### config.mk
export PLATFORM = sky130hd
export DESIGN_NAME = dmem_lsu
export DESIGN_NICKNAME = d
export VERILOG_FILES = /design/src/rtl/dmem_lsu.sv
export SDC_FILE = /design/constraint.sdc
export NUM_CORES = 1
export LEC_CHECK = 0
export ABC_CLOCK_PERIOD_IN_PS = 2400
export CORE_MARGIN = 1.5
export CORE_UTILIZATION = 30
export CTS_CLUSTER_DIAMETER = 60
export CTS_CLUSTER_SIZE = 30
export DETAILED_ROUTE_END_ITERATION = 12
export SETUP_SLACK_MARGIN = 0.1
export SLEW_MARGIN = 10
export SYNTH_ARGS = -nofsm -noshare
export SYNTH_HDL_FRONTEND = slang
export SYNTH_SLANG_ARGS = --single-unit
### constraint.sdc
create_clock -name clk -period 2.4 [get_ports clk]
set_clock_uncertainty 0.05 [all_clocks]
set_input_delay 0.72 -clock clk [delete_from_list [all_inputs] [get_ports clk]]
set_output_delay 0.72 -clock clk [all_outputs]
set_load 0.05 [all_outputs]
### src/rtl/dmem_lsu.sv
// Load/store responder: one word-wide RAM transaction per request, byte enables, load extension.
// Optional DMEM_MISALIGN_TRAP_EN: misaligned half/word accesses fail without a bus cycle.
module dmem_lsu #(
    parameter int WIDTH   = 32,
    parameter int ADDR_W  = 30,
    parameter int TIMEOUT = 15
) (
    input  logic              clk,
    input  logic              rst_n,
    input  logic              DM_read_en,
    input  logic              DM_write_en,
    input  logic [2:0]        load_store_op,
    input  logic [WIDTH-1:0]  addr,
    input  logic [WIDTH-1:0]  wdata,
    output logic [WIDTH-1:0]  rdata,
    output logic              dm_valid,
    output logic              dm_err,
    output logic              mem_req,
    output logic              mem_we,
    output logic [ADDR_W-1:0] mem_addr,
    output logic [3:0]        mem_be,
    output logic [WIDTH-1:0]  mem_wdata,
    input  logic [WIDTH-1:0]  mem_rdata,
    input  logic              mem_ack
);

    typedef enum logic [2:0] {S_IDLE, S_REQ, S_WAIT, S_ERR, S_RESP} state_t;

    localparam logic [3:0] TO_LIM = 4'(TIMEOUT);

    state_t            state_reg, state_next;
    logic [2:0]        op_reg;
    logic [1:0]        off_reg;
    logic              we_reg;
    logic              err_reg;
    logic [3:0]        cnt_reg;
    logic [WIDTH-1:0]  rdata_reg;
    logic [ADDR_W-1:0] mem_addr_reg;
    logic [3:0]        mem_be_reg;
    logic [WIDTH-1:0]  mem_wdata_reg;

    logic             req_any, legal_op, size_byte, size_half, bad_req, timeout_hit;
    logic [1:0]       off_aligned;
    logic [3:0]       be_dec;
    logic [WIDTH-1:0] wdata_rep, load_ext;
    logic [7:0]       lane_byte [4];
    logic [15:0]      half_sel;

    // Request decode, evaluated only while IDLE
    always_comb begin
        req_any   = DM_write_en | DM_read_en;
        size_byte = (load_store_op == 3'b001) || (load_store_op == 3'b100) || (load_store_op == 3'b110);
        size_half = (load_store_op == 3'b010) || (load_store_op == 3'b101) || (load_store_op == 3'b111);
        if (DM_write_en)
            legal_op = (load_store_op == 3'b001) || (load_store_op == 3'b010) || (load_store_op == 3'b011);
        else
            legal_op = (load_store_op == 3'b000) || load_store_op[2];
        off_aligned = size_byte ? addr[1:0] : (size_half ? {addr[1], 1'b0} : 2'b00);
        be_dec      = size_byte ? (4'b0001 << off_aligned)
                    : (size_half ? (4'b0011 << off_aligned) : 4'b1111);
        if (size_byte)
            wdata_rep = {4{wdata[7:0]}};
        else if (size_half)
            wdata_rep = {2{wdata[15:0]}};
        else
            wdata_rep = wdata;
`ifdef DMEM_MISALIGN_TRAP_EN
        bad_req = !legal_op || (size_half && addr[0]) || (!size_byte && !size_half && (addr[1:0] != 2'b00));
`else
        bad_req = !legal_op;
`endif
    end

    generate
        for (genvar gi = 0; gi < 4; gi++) begin : g_lane
            assign lane_byte[gi] = mem_rdata[8*gi +: 8];
        end
    endgenerate

    always_comb begin
        half_sel = off_reg[1] ? mem_rdata[31:16] : mem_rdata[15:0];
        case (op_reg)
            3'b100:  load_ext = {{(WIDTH-8){lane_byte[off_reg][7]}}, lane_byte[off_reg]};
            3'b110:  load_ext = {{(WIDTH-8){1'b0}}, lane_byte[off_reg]};
            3'b101:  load_ext = {{(WIDTH-16){half_sel[15]}}, half_sel};
            3'b111:  load_ext = {{(WIDTH-16){1'b0}}, half_sel};
            default: load_ext = mem_rdata;
        endcase
    end

    assign timeout_hit = (TO_LIM != 4'd0) && (cnt_reg == TO_LIM - 4'd1);

    always_ff @(posedge clk or negedge rst_n) begin
        if (!rst_n)
            state_reg <= S_IDLE;
        else
            state_reg <= state_next;
    end

    always_comb begin
        state_next = state_reg;
        case (state_reg)
            S_IDLE:  if (req_any) state_next = bad_req ? S_ERR : S_REQ;
            S_REQ:   state_next = S_WAIT;
            S_WAIT:  if (mem_ack || timeout_hit) state_next = S_RESP;
            S_ERR:   state_next = S_RESP;
            S_RESP:  state_next = S_IDLE;
            default: state_next = S_IDLE;
        endcase
    end

    always_ff @(posedge clk or negedge rst_n) begin
        if (!rst_n) begin
            op_reg        <= 3'b000;
            off_reg       <= 2'b00;
            we_reg        <= 1'b0;
            err_reg       <= 1'b0;
            cnt_reg       <= 4'd0;
            rdata_reg     <= '0;
            mem_addr_reg  <= '0;
            mem_be_reg    <= 4'b0000;
            mem_wdata_reg <= '0;
        end else begin
            cnt_reg <= 4'd0;
            case (state_reg)
                S_IDLE: if (req_any) begin
                    op_reg        <= load_store_op;
                    off_reg       <= off_aligned;
                    we_reg        <= DM_write_en;
                    err_reg       <= bad_req;
                    mem_addr_reg  <= addr[WIDTH-1:2];
                    mem_be_reg    <= be_dec;
                    mem_wdata_reg <= DM_write_en ? wdata_rep : '0;
                end
                S_WAIT: begin
                    cnt_reg <= cnt_reg + 4'd1;
                    // A real ack wins over a timeout landing in the same cycle
                    if (mem_ack) begin
                        err_reg <= 1'b0;
                        if (!we_reg) rdata_reg <= load_ext;
                    end else if (timeout_hit) begin
                        err_reg   <= 1'b1;
                        rdata_reg <= '0;
                    end
                end
                S_ERR:   rdata_reg <= '0;
                default: ;
            endcase
        end
    end

    assign mem_req   = (state_reg == S_REQ) || (state_reg == S_WAIT);
    assign mem_we    = mem_req && we_reg;
    assign mem_addr  = mem_addr_reg;
    assign mem_be    = mem_be_reg;
    assign mem_wdata = mem_wdata_reg;
    assign dm_valid  = (state_reg == S_RESP);
    assign dm_err    = dm_valid && err_reg;
    assign rdata     = rdata_reg;

endmodule

==> results of run 1 <==
-- cells in the mapped netlist (2+ instances only) --
cell type	instances
xor2_1	2
a21oi_1	8
nand2_1	146
inv_1	4
o21ai_1	4
clkbuf_1	9
buf_6	3
nor2_1	8
o31ai_1	3
ha_1	4
o22ai_1	3
dfrtp_1	112
a21boi_0	8
o21ai_0	42
nand2b_1	10
and3_1	3
buf_2	20
a22o_1	8
a221o_1	24
and2_1	13
nor2_2	2
nor2b_1	12
nand3b_1	8
nor3_1	4
buf_4	3
mux2i_1	18
xnor2_1	3
nand3_1	26
mux2_2	10
-- critical path, delay by kind of cell --
family	cells	cell delay, ns
buf+inv	2	0.85
mux	1	0.36
simple gates	1	0.31
compound gates	1	0.22
-- cell type report --
cell class                 instances  area [µm²]
tap                              225         282
clock inverter                     6        67.6
timing repair buffer             243        2340
clock buffer                       9         225
sequential                       112        2810
multi-input combinational        387        2360
fill                            1679        9260
inverter                           5        18.8
-- logic make-up after synthesis --
logic type	after synthesis	synth area share, %
simple gates	240	21.1
flops	112	52.5
compound gates	108	14.4
buf+inv	41	3.98
mux	30	6.32
xor+xnor	5	0.820
fa+ha+maj	4	0.937
-- worst min-delay path by stage --
| stage | end | slack (ns) | cells after the start |
|---|---|---|---|
| after CTS | rdata[13] | 0.21 | 1 |
| after global routing | rdata[13] | 0.22 | 1 |
| after floorplan | cnt_reg[0] | 0.37 | 0 |
| after global placement | mem_addr[24] | 0.41 | 2 |
| final | rdata[13] | 0.22 | 1 |
| after detailed placement | mem_addr[12] | 0.41 | 2 |
-- metal layers --
metal	GRT usage, %	vias up	routed length [µm]
li1	-	2304	-
met4	6.50	0	254
met2	29.3	177	7820
met5	0	-	0
met3	5.67	18	1400
met1	22.5	2333	7120
-- power groups by stage --
stage	Sequential (mW)	Clock (mW)	Combinational [mW]
2_1_floorplan	5.34	0	2.09
3_3_place_gp	3.19	0	6.56
3_5_place_dp	3.20	0	6.65
4_1_cts	3.17	1.53	6.29
5_1_grt	3.26	1.61	6.73
6_report	3.15	1.47	6.29
-- cells in the final DEF, fill, tap and decap left out, types with 2 or more instances in the layout --
| cell | synthesis | final |
|---|---|---|
| inv_1 | 4 | 4 |
| nand3_1 | 26 | 26 |
| a21boi_0 | 8 | 8 |
| o21ai_1 | 4 | 3 |
| buf_4 | 3 | 47 |
| o22ai_1 | 3 | 3 |
| a21oi_1 | 8 | 8 |
| clkinv_4 | 0 | 3 |
| ha_1 | 4 | 4 |
| nand2_1 | 146 | 146 |
| clkdlybuf4s50_1 | 0 | 101 |
| buf_12 | 0 | 9 |
| nor2b_1 | 12 | 12 |
| clkbuf_16 | 0 | 9 |
| a22o_1 | 8 | 8 |
| o31ai_1 | 3 | 3 |
| dfrtp_1 | 112 | 109 |
| xor2_1 | 2 | 2 |
| nor2_2 | 2 | 3 |
| dlygate4sd2_1 | 0 | 75 |
| o21ai_0 | 42 | 42 |
| dlymetal6s2s_1 | 0 | 11 |
| nand2b_1 | 10 | 10 |
| dfrtp_2 | 0 | 3 |
| xnor2_1 | 3 | 3 |
| and2_1 | 13 | 12 |
| and3_1 | 3 | 3 |
| clkinv_8 | 0 | 2 |
| nand3b_1 | 8 | 8 |
| mux2_2 | 10 | 10 |
| nor2_1 | 8 | 7 |
| mux2i_1 | 18 | 18 |
| a221o_1 | 24 | 24 |
| nor3_1 | 4 | 3 |
-- what timing repair did --
item,4_1_cts,5_1_grt
gates resized for setup,77,12
setup buffers,0,6
hold buffers,0,0
setup endpoints to repair,77,13
==> key figures, run 1 <==
Timing
  – Crit share post-route: 92.6%
  – Endpoints failing hold: 0
  – Slew Viols, Final: 0
  – Fmax: 450 MHz
  – Post-layout min period: 2.22 ns
  – Min Hold Slack: 0.216 ns
  – RSZ-0062 raised after global routing: false
  – Fin worst setup slack: 0.177 ns
  – Setup TNS: 0 ns
  – Worst-Margin Slew: 0.594 ns
  – Worst slew margin: 60.4%
  – Final setup viols: 0

Drt
  – Antenna-violating nets left: 0
  – Vias per inst: 4.90
  – Vias: 4,832
  – Pre-antenna DRT Iters: 4
  – Final wirelength: 16,600 µm
  – Wire per inst: 16.8 µm
  – DRC: 0
  – Number of DRC markers in iteration 0: 218

Setup path
  – R2R cell count: 6
  – CP max FO: 8
  – Slowest cell on the critical path: clkdlybuf4s50_1
  – Slowest stage delay, CP: 0.64 ns
  – Worst Setup Path Type: in2reg
  – Crit path cell chain: clkdlybuf4s50_1 > buf_4 > mux2_2 > nor2_2 > a221o_1
  – Crit. End Element: register
  – Worst reg2reg path startpoint: state_reg[1]
  – R2r endpoint: mem_wdata[25]
  – Req. time, crit path: 2.64 ns
  – Crit path to: mem_wdata[29]
  – Crit path from: load_store_op[2]
  – Crit start category: primary input
  – R2R Setup Slk: 0.51 ns
  – Critical Path AT: 2.46 ns

Cells and area
  – Final net count: 866
  – Share of cells above drive strength 1: 13.1%
  – Diodes inserted: 0
  – Util after Layout: 46.7%
  – Fin cells: 987
  – Area added between synthesis and finish: 51.6%
  – Design area: 0.00810 mm²

Worst hold path
  – HP Class: in2async

Clocking
  – CTS sink cnt: 112
  – H-tree levels: 3
  – Clock root cell: clkbuf_16
  – CTS Buffer Depth: 2
  – CTS tree: built
  – Insertion delay to the later sink of the worst-skew pair: 0.35 ns
  – CTS Buf Count: 9
  – CTS clk-pin slew, worst paths: 0.08 ns

Placement
  – DP Worst Slack: -0.188 ns
  – GP Congestion: 0.848
  – Post-DP HPWL: 12,600 µm
  – Placed cell area: 0.00783 mm²
  – Placed cell count: 966
  – PortBufs: 205

Pwr
  – Clock share of power: 13.5%
  – Leak: 4.00 nW
  – Net load switching power: 5.50 mW
  – Power Total: 10.9 mW
  – VDD IR max: 0.000842 V
  – P_int: 5.41 mW
  – Reg power frac: 28.8%
  – Switching Share: 50.4%
  – Logic pwr share: 57.7%
  – Pwr Density: 1350 mW/mm²

Logic synthesis
  – Synth async-reset ratio: 100%
  – Seq cells post-synth: 112
  – Cells after Synth: 540
  – Dominant cell type by area after synthesis: dfrtp_1
  – Synth Flop Type: dfrtp_1
  – Leading post-synthesis cells by cell area: dfrtp_1 (52%), nand2_1 (10%), a221o_1 (4.5%)
  – Synth top area share: 52.5%
  – Synth warn: 0
  – Synth Net Count: 648
  – Register area share after synthesis: 52.5%
  – Post-synth EDFFs: 0
  – Distinct cells, synth: 49
  – Avg Cell Area, Syn: 9.89 µm²
  – Post-synth design cell area: 0.00534 mm²

Global route
  – Vias in the first global route: 4,952
  – First-pass GRT wire length: 25,800 µm
  – Largest net degree at the start of global routing: 48
  – GRT Total Usage: 18.0%
  – Grt ovf: 0
  – Antenna violations before repair: 0

Floorplan
  – Core Area: 0.0174 mm²
  – Initial core utilization: 30.8%
  – IO Count: 206
  – Full die area: 0.0186 mm²
  – Row count: 48
  – Die Y: 136 µm
  – Die width: 136 µm

Status
  – Status: finished clean

Flow run
  – Max cap viols: 0
Power figures use the tool's default switching activity.
==> run 2: changes to the inputs <==
- CORE_ASPECT_RATIO: unset -> 0.75
==> key figures, run 2 (same netlist as run 1, synthesis figures left out) <==
Timing
  – RSZ-0062 raised after global routing: false (unchanged)
  – Setup TNS: 0 ns (unchanged)
  – Crit share post-route: 91.6% (was 92.6%)
  – Endpoints failing hold: 0 (unchanged)
  – Final setup viols: 0 (unchanged)
  – Slew Viols, Final: 0 (unchanged)
  – Fmax: 455 MHz (was 450 MHz)
  – Worst-Margin Slew: 0.643 ns (was 0.594 ns)
  – Fin worst setup slack: 0.201 ns (was 0.177 ns)
  – Post-layout min period: 2.20 ns (was 2.22 ns)
  – Worst slew margin: 57.2% (was 60.4%)

Setup path
  – CP max FO: 6 (was 8)
  – Crit. End Element: output port (was register)
  – Crit path cell chain: xnor2_1 > nor2_2 > and2_4 > buf_12 (was clkdlybuf4s50_1 > buf_4 > mux2_2 > nor2_2 > a221o_1)
  – Crit path from: state_reg[0] (was load_store_op[2])
  – Worst Setup Path Type: reg2out (was in2reg)
  – Worst path bufs/invs: 1 (was 2)
  – Worst reg2reg path startpoint: state_reg[0] (was state_reg[1])
  – CP top delay family: flip-flops (was buffers and inverters)
  – Slowest stage delay, CP: 0.49 ns (was 0.64 ns)
  – Crit start category: register (was primary input)
  – Critical Path AT: 1.43 ns (was 2.46 ns)
  – Req. time, crit path: 1.63 ns (was 2.64 ns)
  – Slowest cell on the critical path: dfrtp_2 (was clkdlybuf4s50_1)

Placement
  – DP Worst Slack: -0.151 ns (was -0.188 ns)
  – Post-DP HPWL: 12,600 µm (about the same)
  – PortBufs: 205 (unchanged)
  – Placed cell count: 980 (was 966)
  – Placed cell area: 0.00787 mm² (was 0.00783 mm²)
  – GP Congestion: 0.810 (was 0.848)

Global route
  – Largest net degree at the start of global routing: 67 (was 48)
  – GRT Total Usage: 18.5% (was 18.0%)
  – Grt ovf: 0 (unchanged)
  – First-pass GRT wire length: 26,800 µm (was 25,800 µm)
  – Vias in the first global route: 5,024 (was 4,952)
  – Antenna violations before repair: 0 (unchanged)

Clocking
  – CTS Buffer Depth: 2 (unchanged)
  – CTS clk-pin slew, worst paths: 0.08 ns (about the same)
  – Insertion delay to the later sink of the worst-skew pair: 0.35 ns (about the same)
  – Clock root cell: clkbuf_16 (unchanged)
  – H-tree levels: 3 (unchanged)
  – CTS tree: built (unchanged)
  – Hold-fix buffers, CTS: 0 (unchanged)
  – CTS sink cnt: 112 (unchanged)
  – CTS Buf Count: 9 (unchanged)

Pwr
  – VDD IR max: 0.000609 V (was 0.000842 V)
  – Leak: 4.01 nW (was 4.00 nW)
  – Pwr Density: 1350 mW/mm² (about the same)

Cells and area
  – Share of cells above drive strength 1: 11.8% (was 13.1%)
  – Fin cells: 1,002 (was 987)
  – Most common cell after layout, fill and taps aside: nand2_1 (unchanged)
  – Design area: 0.00813 mm² (was 0.00810 mm²)
  – Final net count: 863 (was 866)
  – Most frequent cells in the layout: nand2_1 (146), dfrtp_1 (109), clkdlybuf4s50_1 (102), dlygate4sd2_1 (80), o21ai_0 (42) (was nand2_1 (146), dfrtp_1 (109), clkdlybuf4s50_1 (101), dlygate4sd2_1 (75), buf_4 (47))
  – Diodes inserted: 0 (unchanged)
  – Area added between synthesis and finish: 52.2% (was 51.6%)

Flow run
  – Max cap viols: 0 (unchanged)

Drt
  – Final wirelength: 16,500 µm (was 16,600 µm)
  – Number of DRC markers in iteration 0: 229 (was 218)
  – Antenna-violating nets left: 0 (unchanged)
  – Vias: 4,855 (was 4,832)
  – DRC: 0 (unchanged)
  – Wire per inst: 16.5 µm (was 16.8 µm)
  – Vias per inst: 4.85 (was 4.90)
  – Pre-antenna DRT Iters: 4 (unchanged)

Floorplan
  – Die width: 157 µm (was 136 µm)
  – IO Count: 206 (unchanged)
  – Initial core utilization: 30.4% (was 30.8%)
  – Core Area: 0.0176 mm² (was 0.0174 mm²)
  – Die Y: 119 µm (was 136 µm)
  – Row count: 42 (was 48)
  – Full die area: 0.0186 mm² (about the same)

Worst hold path
  – HP Class: in2async (unchanged)

Status
  – Status: finished clean (unchanged)
==> run 2: cell count changes in the layout (fill, tap and decap cells not counted), moves of 2 or more <==
cell,before,now
buf_12,9,11
clkinv_8,2,0
buf_4,47,35
dlygate4sd2_1,75,80
==> run 2: worst reg2reg max path, cell delays in order, from the launching register on <==
cell	delay, ns
dfrtp_2	0.49
buf_4	0.17
nor3_2	0.30
o21ai_4	0.17
buf_4	0.20
and2_1	0.16
a221o_1	0.26
==> run 2: area by class of cell <==
cell class              instances  area [µm²]
well taps                     242         303
clock buffers                  11         243
multi-input cells             387        2360
repair buffers                240        2350
flip-flops and latches        112        2810
inverters                       5        18.8
clock inverters                 5        40.0
fillers                      1724        9420
==> run 2: final timing paths <==
check / slack [ns] / end / depth (start not counted)
max: 0.20 / mem_we / 4
min: 0.31 / rdata[0] / 2
max reg2reg: 0.49 / mem_wdata[24] / 6
min reg2reg: 0.42 / mem_addr[18] / 2
max in group asynchronous: 1.65 / mem_addr[18] / 2
min in group clk: 0.42 / mem_addr[18] / 2
==> run 2: where the power goes <==
part           total [mW]  leakage (nW)  internal (mW)  switching, mW
combinational        6.32          2.44           2.07           4.25
sequential           3.17          1.43           2.65          0.520
clock                1.45         0.140          0.744          0.709
==> run 2: repair_timing <==
action,4_1_cts,5_1_grt
pin swaps,0,1
setup buffers,0,6
endpoints found under the setup margin,82,14
cloned,0,0
resized for setup,83,13
==> run 2: routing by layer <==
layer / vias up / track usage [%] / part of all wire [%]
met2: 188 / 28.9 / 45
li1: 2299 / - / -
met1: 2346 / 23.2 / 43
met3: 22 / 8.36 / 11
met4: 0 / 4.60 / 1.1
met5: - / 0 / 0
==> run 2: per-stage QoR <==
stage          power, mW  util (%)  hold WS (ns)
2_1_floorplan       7.43         -         0.374
3_3_place_gp        9.79      44.8         0.409
3_5_place_dp        9.91      44.8         0.412
4_1_cts             11.0      45.9         0.311
5_1_grt             11.6      46.3         0.322
6_report            10.9      46.3         0.313
==> run 3: changes to the inputs <==
--- a/config.mk
+++ b/config.mk
@@ -6,5 +6,5 @@
 export NUM_CORES = 1
 export LEC_CHECK = 0
-export ABC_CLOCK_PERIOD_IN_PS = 2400
+export ABC_CLOCK_PERIOD_IN_PS = 2300
 export CORE_ASPECT_RATIO = 0.75
 export CORE_MARGIN = 1.5
==> constraint.sdc (replaced) <==
create_clock -name clk -period 2.3 [get_ports clk]
set_clock_uncertainty 0.05 [all_clocks]
set_input_delay 0.345 -clock clk [delete_from_list [all_inputs] [get_ports clk]]
set_output_delay 0.345 -clock clk [all_outputs]
set_load 0.05 [all_outputs]
==> key figures, run 3 (same netlist as run 1, synthesis figures left out) <==
Global route
  – GRT Total Usage: 18.4% (was 18.5%)
  – First-pass GRT wire length: 26,400 µm (was 26,800 µm)
  – Vias in the first global route: 4,873 (was 5,024)
  – Grt ovf: 0 (unchanged)
  – Antenna violations before repair: 0 (unchanged)
  – Largest net degree at the start of global routing: 42 (was 67)

Clocking
  – Clock root cell: clkbuf_16 (unchanged)
  – CTS sink cnt: 112 (unchanged)
  – Hold-fix buffers, CTS: 1 (was 0)
  – Insertion delay to the later sink of the worst-skew pair: 0.36 ns (was 0.35 ns)
  – CTS clk-pin slew, worst paths: 0.08 ns (about the same)
  – CTS Buffer Depth: 2 (unchanged)
  – H-tree levels: 3 (unchanged)
  – Post-CTS setup buffer count: 0 (unchanged)
  – CTS Buf Count: 9 (unchanged)
  – Post-CTS Resized: 0 (was 83)
  – CTS tree: built (unchanged)

Timing
  – Slew Viols, Final: 0 (unchanged)
  – Post-layout min period: 1.99 ns
  – Worst-Margin Slew: 0.561 ns (was 0.643 ns)
  – Fin worst setup slack: 0.313 ns (was 0.201 ns)
  – Endpoints failing hold: 0 (unchanged)
  – Fmax: 503 MHz
  – Crit share post-route: 86.4%
  – Worst slew margin: 62.5% (was 57.2%)
  – RSZ-0062 raised after global routing: false (unchanged)
  – Setup TNS: 0 ns (unchanged)
  – Final setup viols: 0 (unchanged)

Placement
  – Placed cell area: 0.00770 mm² (was 0.00787 mm²)
  – DP Worst Slack: 0.0861 ns (was -0.151 ns)
  – Post-DP HPWL: 12,500 µm (was 12,600 µm)
  – GP Congestion: 0.813 (was 0.810)
  – Placed cell count: 972 (was 980)
  – PortBufs: 205 (unchanged)

Cells and area
  – Most frequent cells in the layout: clkdlybuf4s50_1 (200), nand2_1 (146), dfrtp_1 (112), o21ai_0 (42), nand3_1 (26) (was nand2_1 (146), dfrtp_1 (109), clkdlybuf4s50_1 (102), dlygate4sd2_1 (80), o21ai_0 (42))
  – Share of cells above drive strength 1: 8.97% (was 11.8%)
  – Design area: 0.00801 mm² (was 0.00813 mm²)
  – Area added between synthesis and finish: 49.9% (was 52.2%)
  – Diodes inserted: 0 (unchanged)
  – Final net count: 850 (was 863)
  – Fin cells: 989 (was 1,002)
  – Most common cell after layout, fill and taps aside: clkdlybuf4s50_1 (was nand2_1)

Drt
  – Antenna-violating nets left: 0 (unchanged)
  – Vias per inst: 4.84 (was 4.85)
  – Final wirelength: 16,700 µm (was 16,500 µm)
  – DRC: 0 (unchanged)
  – Number of DRC markers in iteration 0: 246 (was 229)
  – Pre-antenna DRT Iters: 5 (was 4)
  – Wire per inst: 16.9 µm (was 16.5 µm)
  – Vias: 4,791 (was 4,855)

Worst hold path
  – HP Class: reg2reg (was in2async)

Setup path
  – Worst path bufs/invs: 1 (unchanged)
  – Slowest stage delay, CP: 0.83 ns (was 0.49 ns)
  – Crit. End Element: output port (unchanged)
  – Slowest cell on the critical path: clkdlybuf4s50_1 (was dfrtp_2)
  – Crit start category: register (unchanged)
  – Worst Setup Path Type: reg2out (unchanged)
  – Crit path cell chain: clkdlybuf4s50_1 (was xnor2_1 > nor2_2 > and2_4 > buf_12)
  – Critical Path AT: 1.59 ns (was 1.43 ns)
  – CP top delay family: buffers and inverters (was flip-flops)
  – CP max FO: 2 (was 6)
  – Req. time, crit path: 1.90 ns (was 1.63 ns)

Pwr
  – Leak: 3.51 nW (was 4.01 nW)
  – Power Total: 11.6 mW (was 10.9 mW)
  – VDD IR max: 0.000730 V (was 0.000609 V)
  – Pwr Density: 1450 mW/mm² (was 1350 mW/mm²)

Flow run
  – Max cap viols: 0 (unchanged)

Floorplan
  – Row count: 42 (unchanged)
  – Die Y: 119 µm (unchanged)
  – Core Area: 0.0176 mm² (unchanged)
  – Die width: 157 µm (unchanged)
  – IO Count: 206 (unchanged)
  – Initial core utilization: 30.4% (unchanged)
  – Full die area: 0.0186 mm² (unchanged)

Status
  – Status: finished clean (unchanged)
[run 3: cell types whose count changed in the layout (fill, tap and decap cells not counted), moves of 9 or more]
cell / previous run / this run
buf_4: 35 / 24
clkdlybuf4s50_1: 102 / 200
dlygate4sd2_1: 80 / 0
dlymetal6s2s_1: 12 / 0
buf_12: 11 / 2
[run 3: path summary, 6_finish.rpt]
| path | slack, ns | endpoint | from | depth (start not counted) |
|---|---|---|---|---|
| max | 0.31 | mem_addr[7] | mem_addr[7] | 1 |
| min | 0.43 | mem_addr[15] | mem_addr[15] | 2 |
| max reg2reg | 0.41 | state_reg[1] | state_reg[1] | 6 |
| min reg2reg | 0.43 | mem_addr[15] | mem_addr[15] | 2 |
| max in group asynchronous | 1.06 | mem_addr[10] | rst_n | 3 |
| min in group asynchronous | 0.46 | rdata[18] | rst_n | 2 |
[run 3: metrics by stage]
stage / hold slack, ns / utilization, %
floorplan: -0.000591 / -
global route: 0.443 / 45.6
CTS: 0.431 / 45.6
global placement: 0.299 / 43.9
finish: 0.426 / 45.6
detailed placement: 0.313 / 43.9
[run 3: cell type report]
type / count / area (µm²)
timing repair buffer: 227 / 2230
inverter: 5 / 18.8
fill: 1659 / 9540
clock buffer: 10 / 239
tap: 242 / 303
clock inverter: 6 / 58.8
sequential: 112 / 2800
multi-input combinational: 387 / 2360
[run 3: worst min-delay path: cells and delay by family (launching register included)]
family,cells,cell delay [ns]
and+or+nand+nor,2,0.10
DFF,1,0.34
[run 3: report_power, final]
group | switching [mW] | internal, mW
Clock | 0.792 | 0.795
Sequential | 0.589 | 2.76
Combinational | 4.38 | 2.29
Total | 5.76 | 5.85
[run 3: layer usage]
metal	vias up	track usage (%)	routed length [µm]
met4	0	4.36	155
met5	-	0	0
met3	19	7.66	1660
li1	2265	-	-
met2	182	27.4	7200
met1	2325	24.9	7710
